[src/rtl/bp_upd_sched.sv]
// Branch-update scheduler: buffers resolved branches and applies them to the fetch BHT
// by read-modify-write on the shared read port, stalling fetch when updates starve.
module bp_upd_sched #(
   parameter  int unsigned bht_size   = 256,
   parameter  int unsigned qdepth     = 4,
   parameter  int unsigned starve_max = 8,
   localparam int unsigned IW         = $clog2(bht_size),
   localparam int unsigned TW         = 48 - IW - 2
) (
   input  logic          clk,
   input  logic          n_reset,
   input  logic          upd_valid,
   output logic          upd_ready,
   input  logic [47:0]   upd_pc,
   input  logic [47:0]   upd_target,
   input  logic          upd_taken,
   input  logic          lu_req,
   output logic          lu_stall,
   output logic          bht_re,
   output logic [IW-1:0] bht_ridx,
   input  logic          bht_rvalid,
   input  logic [TW-1:0] bht_rtag,
   input  logic [1:0]    bht_rctr,
   output logic          bht_we,
   output logic [IW-1:0] bht_widx,
   output logic [TW-1:0] bht_wtag,
   output logic [47:0]   bht_wtarget,
   output logic [1:0]    bht_wctr,
   output logic          busy
);
   localparam int unsigned QW = $clog2(qdepth);
   localparam int unsigned CW = $clog2(starve_max + 1);
   localparam logic [CW-1:0] SMAX = CW'(starve_max);

   typedef enum logic [1:0] {IDLE, RD, WR} state_t;

   state_t            state_q, state_d;
   logic [QW:0]       wp_q, rp_q;
   logic [45:0]       fpc_q  [qdepth];
   logic [47:0]       ftgt_q [qdepth];
   logic [qdepth-1:0] ftk_q;
   logic [45:0]       wpc_q;
   logic [47:0]       wtgt_q;
   logic              wtk_q;
   logic [CW-1:0]     cnt_q, cnt_d;
   logic              stall_q, stall_d, rdy_q;
   logic              empty, full, avail, rd_ok, hit, we, deny, push;
   logic [1:0]        ctr_nxt;
   logic              unused_pc;

   assign unused_pc = ^upd_pc[1:0];

   always_comb begin
      empty   = (wp_q == rp_q);
      full    = (wp_q[QW] != rp_q[QW]) && (wp_q[QW-1:0] == rp_q[QW-1:0]);
      avail   = !lu_req || stall_q;
      // The read port can be taken in IDLE or WR; RD is waiting on returned data.
      rd_ok   = !empty && avail && (state_q != RD) && !n_reset;
      deny    = !empty && (state_q != RD) && lu_req && !stall_q;
      hit     = bht_rvalid && (bht_rtag == wpc_q[45:IW]);
      // Write is formed from the returned entry in the cycle it arrives, so a
      // follow-on read issued next cycle sees the updated entry.
      we      = (state_q == RD) && (hit || wtk_q) && !n_reset;
      push    = upd_valid && upd_ready;
      ctr_nxt = 2'b10;
      if (hit) begin
         if (wtk_q) ctr_nxt = (bht_rctr == 2'b11) ? 2'b11 : bht_rctr + 2'd1;
         else       ctr_nxt = (bht_rctr == 2'b00) ? 2'b00 : bht_rctr - 2'd1;
      end
      state_d = state_q;
      case (state_q)
         IDLE:    if (rd_ok) state_d = RD;
         RD:      state_d = WR;
         WR:      state_d = rd_ok ? RD : IDLE;
         default: state_d = IDLE;
      endcase
      cnt_d = cnt_q;
      if (rd_ok)                     cnt_d = '0;
      else if (deny && cnt_q < SMAX) cnt_d = cnt_q + 1'b1;
      stall_d = rd_ok ? 1'b0 : (stall_q || (cnt_d == SMAX));
   end

   always_ff @(posedge clk) begin
      if (n_reset) begin
         state_q <= IDLE;
         wp_q    <= '0;
         rp_q    <= '0;
         cnt_q   <= '0;
         stall_q <= 1'b0;
         rdy_q   <= 1'b0;
         wpc_q   <= '0;
         wtgt_q  <= '0;
         wtk_q   <= 1'b0;
      end else begin
         state_q <= state_d;
         cnt_q   <= cnt_d;
         stall_q <= stall_d;
         rdy_q   <= 1'b1;
         if (push) wp_q <= wp_q + 1'b1;
         if (rd_ok) begin
            rp_q   <= rp_q + 1'b1;
            wpc_q  <= fpc_q[rp_q[QW-1:0]];
            wtgt_q <= ftgt_q[rp_q[QW-1:0]];
            wtk_q  <= ftk_q[rp_q[QW-1:0]];
         end
      end
   end

   always_ff @(posedge clk) begin
      if (push) begin
         fpc_q[wp_q[QW-1:0]]  <= upd_pc[47:2];
         ftgt_q[wp_q[QW-1:0]] <= upd_target;
         ftk_q[wp_q[QW-1:0]]  <= upd_taken;
      end
   end

   // On a not-taken hit the BHT keeps its stored target and ignores bht_wtarget.
   assign upd_ready   = rdy_q && !full && !n_reset;
   assign lu_stall    = stall_q && !n_reset;
   assign busy        = (!empty || state_q != IDLE) && !n_reset;
   assign bht_re      = rd_ok;
   assign bht_ridx    = rd_ok ? fpc_q[rp_q[QW-1:0]][IW-1:0] : '0;
   assign bht_we      = we;
   assign bht_widx    = we ? wpc_q[IW-1:0] : '0;
   assign bht_wtag    = we ? wpc_q[45:IW] : '0;
   assign bht_wtarget = we ? wtgt_q : '0;
   assign bht_wctr    = we ? ctr_nxt : '0;
endmodule
[config.mk]
export PLATFORM = sky130hd
export DESIGN_NAME = bp_upd_sched
export DESIGN_NICKNAME = d
export VERILOG_FILES = /design/src/rtl/bp_upd_sched.sv
export SDC_FILE = /design/constraint.sdc
export NUM_CORES = 1
export LEC_CHECK = 0
export BUFFER_PORTS_ARGS = -buffer_cell sky130_fd_sc_hd__buf_2
export CORE_MARGIN = 2
export CORE_UTILIZATION = 40
export CTS_CLUSTER_DIAMETER = 200
export DETAILED_ROUTE_END_ITERATION = 12
export SETUP_SLACK_MARGIN = 0.4
export SYNTH_ARGS = -nofsm -noshare
export SYNTH_HDL_FRONTEND = slang
export SYNTH_SLANG_ARGS = --single-unit
export TNS_END_PERCENT = 30
[constraint.sdc]
create_clock -name clk -period 6.2 [get_ports clk]
set_clock_uncertainty 0.05 [all_clocks]
set_input_delay 0.93 -clock clk [delete_from_list [all_inputs] [get_ports clk]]
set_output_delay 0.93 -clock clk [all_outputs]
set_load 0.01 [all_outputs]
==> results.md <==
* Post-layout nets at 1658
* Register area share after synthesis at 0.716
* I/O pins at 251
* Hold-fix buffers, CTS at 0
* Leading area contributor after synthesis: edfxtp_1
* Share of the synthesized area in the top cell type at 0.599
* Worst Path Max Fanout at 51
* MaxCap Viol Count at 0
* Overflow after GRT at 0
* Initial Util at 0.407
* # resized after CTS at 0
* Hold Crit Class: flip-flop to flip-flop
* Critical path type: input port to output pin
* Flops & latches, synth at 491
* Die height at 222 um
* Tmin final at 4.58 ns
* Setup TNS at 0 ns
* Row count at 79
* Crit share post-route at 0.739
* Die W at 222 um
* Worst Tran Pin Value at 1.03 ns
* Pwr/cell area at 319 nW/um2
* Core Region at 46800 um2
* H-tree depth at 2
* Mean Syn Cell Area at 14.9 um2
* Wirelength per Cell at 20.5 um
* Clock latency on the worst-skew pair at 0.58 ns
* Synth area leaders: edfxtp_1 (60%), dfxtp_1 (12%), mux4_2 (11%)
* TritonCTS clock tree: built
* VDD IR-drop max at 0.213 mV
* Input/output buffers at 248
* Critical Path Source Type: input port
* Final Slew Violations at 0
* Rel. slew slack at 0.316
* Pwr Total at 7.16 mW
* Gr usage total at 0.182
* Area grow syn2layout at 18.0%
* Antenna violations before repair at 12
* Worst setup EP type: output pin
* Drt total wl at 44.4 mm
* Post-CTS Setup Bufs at 0
* Commonest non-fill, non-tap cell in the layout: edfxtp_1
* Root buffer cell: clkbuf_16
* Routability congestion estimate at 0.812
* Drt via density at 5.13
* Antenna Nets Post-Route at 0
* Ys Warns at 0
* Largest net degree at the start of global routing at 68
* Status: complete, no violations
* CTS Buffer Depth at 3
* Most frequent cells in the layout: edfxtp_1 (380), nand2_1 (292), buf_2 (247), dfxtp_1 (107), nor2_1 (102)
* Worst Path Required at 5.22 ns
* Syn nets at 1425
* FMAX at 218 MHz
* Final Setup Violations at 0
* CP arrival at 3.60 ns
* Post-DP HPWL at 26.3 mm
* First-pass GRT wire length at 68.2 mm
* Pre-Repair DR Iteration Count at 5
* Synth cell types at 40
* Die Area at 49400 um2
* Vias in the first global route at 11400
* Detailed-route via count at 11100
* Post-Syn Instances at 1277
* Hold Fails Final Rpt at 0
* Leakage power at 7.62 nW
* Clock sinks at 491
* Mapped Area at 19000 um2
* DR iter-0 viols at 788
* Fraction of final layout cells sized beyond drive strength 1 at 0.286
* Clk slew on worst S/H paths at 0.06 ns
* Fillers at 4112
* CTS Buf Count at 49
* DRC Markers at 0
* RSZ-0062 raised after global routing: false
layer usage:
metal  vias to the layer above  wire length (um)  GRT usage
li1                       5156                 -          -
met2                       249             22000      0.302
met3                        85              2110     0.0363
met5                         -                90          0
met4                        16              1080     0.0663
met1                      5591             19100      0.238
report_power, final:
| part | internal, mW | switching, mW | total [mW] |
|---|---|---|---|
| clock network | 1.59 | 1.23 | 2.83 |
| registers | 3.64 | 0.101 | 3.74 |
| logic | 0.266 | 0.331 | 0.597 |
| total | 5.50 | 1.67 | 7.16 |
flip-flops by register name, summed over array words and instances (netlist names), named ones only:
name     count
cnt_q        4
fpc_q      184
ftgt_q     192
ftk_q        4
rdy_q        1
rp_q         3
stall_q      1
state_q      2
wp_q         3
wpc_q       46
wtgt_q      48
wtk_q        1
kinds of logic (layout without fill, tap and decap cells):
kind of cell / Yosys count / after routing / share of synthesized area
other: 0 / 5 / 0
muxes: 97 / 97 / 0.114
buffers and inverters: 85 / 358 / 0.0193
xor gates and xnor gates: 48 / 48 / 0.0221
AOI/OAI and AO/OA: 111 / 111 / 0.0325
and+or+nand+nor: 438 / 438 / 0.0919
adders and majority gates: 7 / 7 / 0.00447
DFF: 491 / 491 / 0.716
worst paths after layout:
path / start / endpoint / slack (ns) / cells past startpoint
setup reg to reg: rp_q[0]$_SDFFE_PP0P_ / rp_q[2]$_SDFFE_PP0P_ / 3.26 / 6
setup / recovery: bht_rtag[10] / bht_we / 1.62 / 8
hold / removal: wtgt_q[13]$_SDFFE_PP0P_ / wtgt_q[13]$_SDFFE_PP0P_ / 0.41 / 2
hold reg to reg: wtgt_q[13]$_SDFFE_PP0P_ / wtgt_q[13]$_SDFFE_PP0P_ / 0.41 / 2
synth_stat cells:
cell       instances
a311oi_2           1
or3b_2             1
a21o_1             1
buf_2              9
a32o_1             1
nand3_1            2
nand4_1            3
nor4_1             8
and2_1             1
maj3_1             1
o311ai_2           1
nor3_1             7
dfxtp_1          111
ha_1               6
o31ai_1            1
o21ai_0            1
a41oi_1            1
o32ai_1            1
a21oi_1           97
or4_1              1
nand2b_1           5
nor2b_1            2
a311oi_1           1
mux2i_1            1
edfxtp_1         380
o311a_1            2
and3_1            12
xor2_1            38
buf_6              5
nor2_1           103
nand2_1          292
mux2_2             1
clkbuf_1          63
xnor2_1           10
o2111ai_1          1
mux4_2            95
o31a_1             2
buf_1              2
inv_1              6
or4_4              1
per-stage QoR:
step / utilization / instances / worst slack (ns) / area [um2] / hold WS [ns]
final: 0.480 / 2162 / 1.62 / 22500 / 0.407
after global routing: 0.480 / 2160 / 1.30 / 22500 / 0.426
after CTS: 0.480 / 2157 / 1.55 / 22400 / 0.406
after detailed placement: 0.447 / 2066 / 1.59 / 20900 / 0.397
after global placement: 0.447 / 2066 / 1.59 / 20900 / 0.394
after floorplan: - / 1277 / 1.93 / 19000 / 0.387
worst max-delay path: stages:
cell and delay, ns:
buf_2 0.11, xor2_1 0.17, nor4_1 0.35, nand4_1 0.39, o31a_2 0.80, buf_4 0.45
nor3_1 0.19, buf_2 0.17
cell type report:
type,instances,area [um2],share of cell area
antenna,5,12.5,0.000557
clock buffer,69,1370,0.0611
clock inverter,22,159,0.00708
inverter,6,22.5,0.00100
multi-input combinational,701,5080,0.226
sequential,491,13600,0.607
tap,607,759,0.0338
timing repair buffer,261,1400,0.0625
No activity file was read; power rests on OpenSTA's default activity.
